$ cat config.mk
export PLATFORM = sky130hd
export DESIGN_NAME = line_buf_ctrl
export DESIGN_NICKNAME = d
export VERILOG_FILES = /design/src/rtl/line_buf_ctrl.sv
export SDC_FILE = /design/constraint.sdc
export NUM_CORES = 1
export LEC_CHECK = 0
export CELL_PAD_IN_SITES_DETAIL_PLACEMENT = 1
export CELL_PAD_IN_SITES_GLOBAL_PLACEMENT = 2
export CORE_MARGIN = 10
export CORE_UTILIZATION = 19
export CTS_CLUSTER_DIAMETER = 40
export DETAILED_ROUTE_END_ITERATION = 8
export PLACE_DENSITY_LB_ADDON = 0.1
export SLEW_MARGIN = 0
export SYNTH_ARGS = -nofsm -noshare
export SYNTH_HDL_FRONTEND = slang
export SYNTH_SLANG_ARGS = --single-unit
export TNS_END_PERCENT = 1
$ cat constraint.sdc
create_clock -name clk -period 1.7 [get_ports clk]
set_clock_uncertainty 0.1 [all_clocks]
set_input_delay 0.34 -clock clk [delete_from_list [all_inputs] [get_ports clk]]
set_output_delay 0.34 -clock clk [all_outputs]
set_load 0.005 [all_outputs]
$ cat src/rtl/line_buf_ctrl.sv
// line_buf_ctrl: write/read controller for a three-line pixel buffer.
// One line RAM takes the incoming line while the other two are read at the
// same column. Together with the registered input pixel they give a vertical
// three-tap window (lines n-2, n-1, n) that is one cycle behind the input.
//
// Parameters:
//   ADDR_WIDTH - line RAM address width
//   DATA_WIDTH - pixel width
//   LENGTH     - pixels per line (2 .. 2**ADDR_WIDTH)
// Ports:
//   clk, rst_n                      - clock, synchronous active-low reset
//   in_valid, in_sof, in_data       - pixel stream in (in_sof marks frame start)
//   ram_addr, ram_w_en, ram_din     - shared address/data, per-RAM write enable
//   ram_dout0..2                    - registered read data of RAMs 0..2
//   tap_top, tap_mid, tap_cur       - column-aligned pixels of lines n-2, n-1, n
//   out_valid, out_eol              - tap set valid / last column of its line
// Configuration:
//   LINE_BUF_CTRL_BORDER_EN - when defined, output starts on the second line
//   of a frame, with the top tap replicating the middle tap on that line.
module line_buf_ctrl #(
    parameter int ADDR_WIDTH = 11,
    parameter int DATA_WIDTH = 16,
    parameter int LENGTH     = 1920
) (
    input  logic                  clk,
    input  logic                  rst_n,
    input  logic                  in_valid,
    input  logic                  in_sof,
    input  logic [DATA_WIDTH-1:0] in_data,
    output logic [ADDR_WIDTH-1:0] ram_addr,
    output logic [2:0]            ram_w_en,
    output logic [DATA_WIDTH-1:0] ram_din,
    input  logic [DATA_WIDTH-1:0] ram_dout0,
    input  logic [DATA_WIDTH-1:0] ram_dout1,
    input  logic [DATA_WIDTH-1:0] ram_dout2,
    output logic [DATA_WIDTH-1:0] tap_top,
    output logic [DATA_WIDTH-1:0] tap_mid,
    output logic [DATA_WIDTH-1:0] tap_cur,
    output logic                  out_valid,
    output logic                  out_eol
);

    typedef enum logic [1:0] {IDLE, FILL, RUN} state_t;

    localparam logic [ADDR_WIDTH-1:0] LAST_COL = ADDR_WIDTH'(LENGTH - 1);
`ifdef LINE_BUF_CTRL_BORDER_EN
    // FILL ends when the line being completed is the first of the frame.
    localparam logic [1:0] RUN_AFTER = 2'd0;
`else
    // FILL ends when the line being completed is the second of the frame.
    localparam logic [1:0] RUN_AFTER = 2'd1;
`endif

    state_t                state, state_nxt;
    logic [ADDR_WIDTH-1:0] col, col_nxt;
    logic [1:0]            wr_sel, wr_sel_nxt;
    logic [1:0]            lines_filled, lines_filled_nxt;
    logic [1:0]            wr_sel_d;
    logic [1:0]            wr_sel_eff;
    logic                  sof_acc;
    logic                  pix_acc;
    logic                  at_eol;
`ifdef LINE_BUF_CTRL_BORDER_EN
    logic                  border_d;
`endif

    always_comb begin
        sof_acc    = rst_n & in_valid & in_sof;
        pix_acc    = rst_n & in_valid & (in_sof | (state != IDLE));
        at_eol     = (col == LAST_COL);
        wr_sel_eff = sof_acc ? 2'd0 : wr_sel;

        state_nxt        = state;
        col_nxt          = col;
        wr_sel_nxt       = wr_sel;
        lines_filled_nxt = lines_filled;

        if (sof_acc) begin
            // The sof pixel itself is column 0, so the next one lands at 1.
            state_nxt        = FILL;
            col_nxt          = ADDR_WIDTH'(1);
            wr_sel_nxt       = 2'd0;
            lines_filled_nxt = 2'd0;
        end else if (pix_acc) begin
            if (at_eol) begin
                col_nxt          = '0;
                wr_sel_nxt       = (wr_sel == 2'd2) ? 2'd0 : wr_sel + 2'd1;
                lines_filled_nxt = (lines_filled == 2'd2) ? 2'd2 : lines_filled + 2'd1;
                if (state == FILL && lines_filled == RUN_AFTER)
                    state_nxt = RUN;
            end else begin
                col_nxt = col + ADDR_WIDTH'(1);
            end
        end

        ram_addr = sof_acc ? '0 : col;
        ram_din  = in_data;
        ram_w_en = '0;
        if (pix_acc) begin
            case (wr_sel_eff)
                2'd0:    ram_w_en = 3'b001;
                2'd1:    ram_w_en = 3'b010;
                default: ram_w_en = 3'b100;
            endcase
        end
    end

    always_ff @(posedge clk) begin
        if (!rst_n) begin
            state        <= IDLE;
            col          <= '0;
            wr_sel       <= '0;
            lines_filled <= '0;
            wr_sel_d     <= '0;
            tap_cur      <= '0;
            out_valid    <= 1'b0;
            out_eol      <= 1'b0;
`ifdef LINE_BUF_CTRL_BORDER_EN
            border_d     <= 1'b0;
`endif
        end else begin
            state        <= state_nxt;
            col          <= col_nxt;
            wr_sel       <= wr_sel_nxt;
            lines_filled <= lines_filled_nxt;
            tap_cur      <= in_data;
            // A restarting sof pixel never produces taps, even from RUN.
            out_valid    <= pix_acc & ~sof_acc & (state == RUN);
            out_eol      <= pix_acc & ~sof_acc & (state == RUN) & at_eol;
            if (pix_acc) begin
                wr_sel_d <= wr_sel_eff;
`ifdef LINE_BUF_CTRL_BORDER_EN
                border_d <= ~sof_acc & (lines_filled == 2'd1);
`endif
            end
        end
    end

    // RAM read data is already registered, so the taps only select among the
    // two RAMs not written with the pixel; they read zero while out_valid is
    // low so reset and idle cycles present a clean all-zero tap set.
    always_comb begin
        tap_top = '0;
        tap_mid = '0;
        if (out_valid) begin
            case (wr_sel_d)
                2'd0: begin
                    tap_top = ram_dout1;
                    tap_mid = ram_dout2;
                end
                2'd1: begin
                    tap_top = ram_dout2;
                    tap_mid = ram_dout0;
                end
                default: begin
                    tap_top = ram_dout0;
                    tap_mid = ram_dout1;
                end
            endcase
`ifdef LINE_BUF_CTRL_BORDER_EN
            if (border_d)
                tap_top = tap_mid;
`endif
        end
    end

endmodule

---- Word-level counts from Yosys, hierarchy flattened ----
Cells that the tools add are included.
storage, ports and cells
  register bits after elaboration ......... 37
  bits of input ports ..................... 68
  output and inout port bits .............. 80
  word-level logic and storage cells ...... 58
cells by class
  add/subtract/negate cells ............... 3
  equal/unequal tests ..................... 8
  multiplexer cells ....................... 17
  bitwise gates (word level) .............. 9
  reduce and logical (&&, ||, !) cells .... 11
operator list
  cell                                            number
  one-hot mux 16 bit (2 select lines)             2
  2-to-1 mux 16 bit                               2
  2-to-1 mux 11 bit                               2
  adder 11 x 1 -> 11 bit (second input constant)  1
  == test 11 bit (second input constant)          1
  == test 2 x 1 -> 1 bit (second input constant)  4
  nonzero test 2 bit                              4
  bitwise AND 1 bit                               6
  == test 2 bit (second input constant)           3
  2-to-1 mux 1 bit                                6
  2-to-1 mux 2 bit                                3
  one-hot mux 3 bit (2 select lines)              1
  AND reduction 3 bit                             2
  adder 2 x 1 -> 2 bit (second input constant)    2
  logical NOT 2 bit                               2
  2-to-1 mux 3 bit                                1
  NOT 1 bit                                       2
  AND reduction 2 bit                             1
  OR reduction 2 bit                              1
  logical AND 1 bit                               1
  bitwise OR 1 bit                                1

---- Logic depth before layout (Yosys ltp) ----
  depth in word-level cells ............... 6
  mapped depth ............................ 5
  depth with buffers taken out ............ 5

---- Least setup slack after synthesis ----
OpenSTA, ideal clock, no wires.
  kind .................................... register to output
  start ................................... register wr_sel_d[0]
  end ..................................... output port tap_mid[1]
  arrival ................................. 1.226 ns
  required time ........................... 1.260 ns
  slack ................................... 0.034 ns
  stages on the path, launching flop included .. 6
  path buffers ............................ 2
  path through ............................ dfxtp_1 > clkbuf_1 > buf_2 > mux2i_1 > o21ai_0 > and2_1
between the ends
  word-level cells in the longest chain between the ends .. 3
  elaborated cells on any way between the ends .. 4
  those cells by class .................... eq/ne: 1; mux: 2; reduce/logical: 1
ends and longest elaborated chain
  what                                                         RTL line  RTL
  start: declaration                                           58        logic [1:0] wr_sel_d;
  start signal: assignment                                     131       wr_sel_d <= wr_sel_eff;
  == test 2 x 1 -> 1 bit or logical NOT 2 bit (tied branches)  146       case (wr_sel_d)
  one-hot mux 16 bit (2 select lines) *                        146
  2-to-1 mux 16 bit *                                          145       if (out_valid) begin
  end: declaration                                             37        output logic [DATA_WIDTH-1:0] tap_mid,
Every way passes the cells marked *; elsewhere a longest branch is shown, timed or not.

---- Worst setup path after layout ----
  start ................................... register wr_sel_d[0]
  end ..................................... output port tap_mid[3]
The elaborated chain is that of the path after synthesis.

==> impl_metrics.json <==
{
  "grt_pass1_vias": 2989,
  "antenna_cells": 0,
  "cp-end-kind": "primary output",
  "synth_compound_area_share_pct": 11.7,
  "hold_violations": 0,
  "crit_fanout": 5,
  "startpoint_type": "flip-flop",
  "tns_ps": -7170,
  "critPathBufInv": 4,
  "top_layer": "met4",
  "ioPinCount": 148,
  "cp_top_family": "buffers and inverters",
  "synth_simple_gate_area_share_pct": 31.9,
  "max_freq_mhz": 498,
  "yosysMostFrequentCell": "and2_1",
  "synth_commonest_cells": "and2_1, nand2_1, o21ai_0",
  "syn2layout_area_growth_pct": 81.8,
  "leakage_nw": 1.85,
  "finalCriticalPeriod_ps": 2010,
  "dr.first_iter.drc_count": 68,
  "via_per_inst": 4.18,
  "fin_ws_ps": -310,
  "clock_latency_ps": 280,
  "holdWs_ps": 281,
  "grt_pass1_wl_um": 16800,
  "grt_antenna_before_repair": 0,
  "synth-edff-count": 0,
  "clockPowerShare_pct": 40.7,
  "clk_pin_slew_worst_paths_ps": 60,
  "yosysWarnings": 0,
  "drv_cap": 0,
  "p_seq_share_pct": 41.0,
  "async_flop_share_pct": 0,
  "cp_cell_sequence": "buf_6, buf_12, buf_16, mux2i_2, o21ai_1, and2_1, buf_2",
  "gp_congestion": 0.741,
  "synthAdderAreaFrac_pct": 1.52,
  "synth_top_family_by_area": "simple AND/OR/NAND/NOR gates",
  "worst-slew-pin-transition_ps": 364,
  "cts_tree": "yes",
  "syn_inst": 317,
  "switchingPower_w": 0.000505,
  "ys_top_cells_by_area": "dfxtp_1, and2_1, mux2i_1",
  "crit_type": "reg2out",
  "ir_worst_vdd_uv": 620,
  "slew_headroom_pct": 75.4,
  "htreeDepth": 2,
  "numCtsBuffers": 5,
  "clock_path_buffers": 2,
  "synthMuxAreaShare_pct": 13.4,
  "setup_viol": 33,
  "critPathSlowestCell": "dfxtp_4",
  "outcome": "complete, but fails checks",
  "drtAntennaViolNets": 0,
  "dp_hpwl_um": 8050,
  "die_h_um": 134,
  "powerDensity_nw_per_um2": 489,
  "core_area_um2": 12700,
  "yosysTopAreaCell": "dfxtp_1",
  "switching_share_pct": 23.0,
  "wl_met2_um": 5130,
  "num_vias": 2765,
  "required_ps": 1260,
  "num-fill-cells": 1545,
  "rsz0062_at_grt": "yes",
  "rows": 41,
  "syn_area_um2": 2470,
  "final_util_pct": 35.4,
  "period_share_pct": 118,
  "wl_met3_um": 566,
  "drv_slew": 0,
  "wire_per_inst_um": 15.8,
  "cp.arrival_ps": 1570,
  "synth-xor-area-share_pct": 2.48,
  "cts_root_buf": "clkbuf_16",
  "synth.top_cell.area_share_pct": 30.0,
  "synth-main-ff-cell": "dfxtp_1",
  "grt_overflow_total": 0,
  "violations": "setup timing",
  "routed_wl_um": 10500,
  "io_buffers": 147,
  "grt_max_degree": 34,
  "dieArea_um2": 18000,
  "synth_cell_types": 36,
  "max_stage_delay_ps": 380,
  "hp-class": "in2reg",
  "ys_seq_area_share_pct": 30.0,
  "dp.cells": 640,
  "drc": 0,
  "synth_nets": 388,
  "ys_ff_latch": 37,
  "dr.pass1.iters": 4,
  "die-width_um": 134,
  "start_util_pct": 19.5,
  "combPwrFrac_pct": 18.3,
  "drt-met1-wl_um": 4650,
  "multi_input_area_um2": 1520,
  "fin_cells": 661,
  "drive_above_1_share_pct": 22.7,
  "cts_sinks": 37,
  "ff_latch_area_um2": 752,
  "avgSynthCellArea_um2": 7.79,
  "gr-usage-all-layers_pct": 11.6,
  "nets": 559,
  "intPower_w": 0.00169
}
[layer usage]
layer,vias to the layer above,global-route usage (%)
met5,-,0
met1,1278,13.8
met2,80,20.3
li1,1402,-
met4,0,3.26
met3,5,2.99
[power groups by stage]
stage | Combinational, W | Sequential [W] | Clock (W)
final | 0.000403 | 0.000900 | 0.000893
after global routing | 0.000442 | 0.000903 | 0.000978
after detailed placement | 0.000417 | 0.000922 | 0
after global placement | 0.000412 | 0.000922 | 0
after floorplan | 0.000110 | 0.000924 | 0
after CTS | 0.000409 | 0.000901 | 0.000943
[cells in the final DEF (no fill, tap or decap), drive strengths merged, types with 6 or more instances in the layout]
cell,synthesis,routed
clkdlybuf4s50,0,81
dlygate4sd2,0,29
nand3,8,8
buf,25,88
and2,64,64
o21ai,40,40
nor2,11,11
a21oi,9,9
dfxtp,37,37
xor2,6,6
nand2,44,44
clkbuf,11,7
mux2i,33,33
[per-stage QoR]
step	setup slack [ps]	power (W)	instance area, um2
floorplan	33.9	0.00103	2470
global placement	-621	0.00133	4290
detailed placement	-649	0.00134	4290
CTS	-306	0.00225	4510
global route	-393	0.00232	4490
finish	-310	0.00220	4490
[what timing repair did]
item	CTS	global route
pin swaps	15	8
hold buffers	0	0
setup buffers	9	0
resized for setup	224	7
cloned	5	0
setup endpoints to repair	71	49
[final timing paths]
path / from / end / cells after the start / slack (ps)
worst max register to register: col[2] / wr_sel[1] / 5 / 110
worst max-delay path: wr_sel_d[0] / tap_mid[3] / 7 / -310
worst min-delay path: rst_n / wr_sel_d[0] / 2 / 280
worst min register to register: lines_filled[1] / lines_filled[1] / 2 / 380
[area by class of cell]
type,count,share of cell area (%)
clock inverter,2,0.223
tap,172,4.80
multi-input combinational,240,34.0
timing repair buffer,200,41.1
inverter,4,0.335
clock buffer,6,2.87
sequential,37,16.8
[flip-flops by register name, indices dropped and copies added, names as in the netlist]
signal / count
tap_cur: 16
out_valid: 1
state: 2
lines_filled: 2
wr_sel: 2
out_eol: 1
col: 11
wr_sel_d: 2
[logic make-up after synthesis]
| logic type | Yosys count |
|---|---|
| AO/OA/AOI/OAI | 53 |
| XOR/XNOR | 7 |
| adder cells (fa/ha/maj) | 3 |
| buffers and inverters | 40 |
| flip-flops | 37 |
| multiplexers | 33 |
| AND/OR/NAND/NOR | 144 |
[worst reg2reg max path, cell delays in order, from the launching register on]
cell and delay, ps:
dfxtp_1 360, and4_1 310, buf_4 170, and4_2 310, nand4b_1 110, a21oi_1 150
Power figures use the tool's default switching activity.
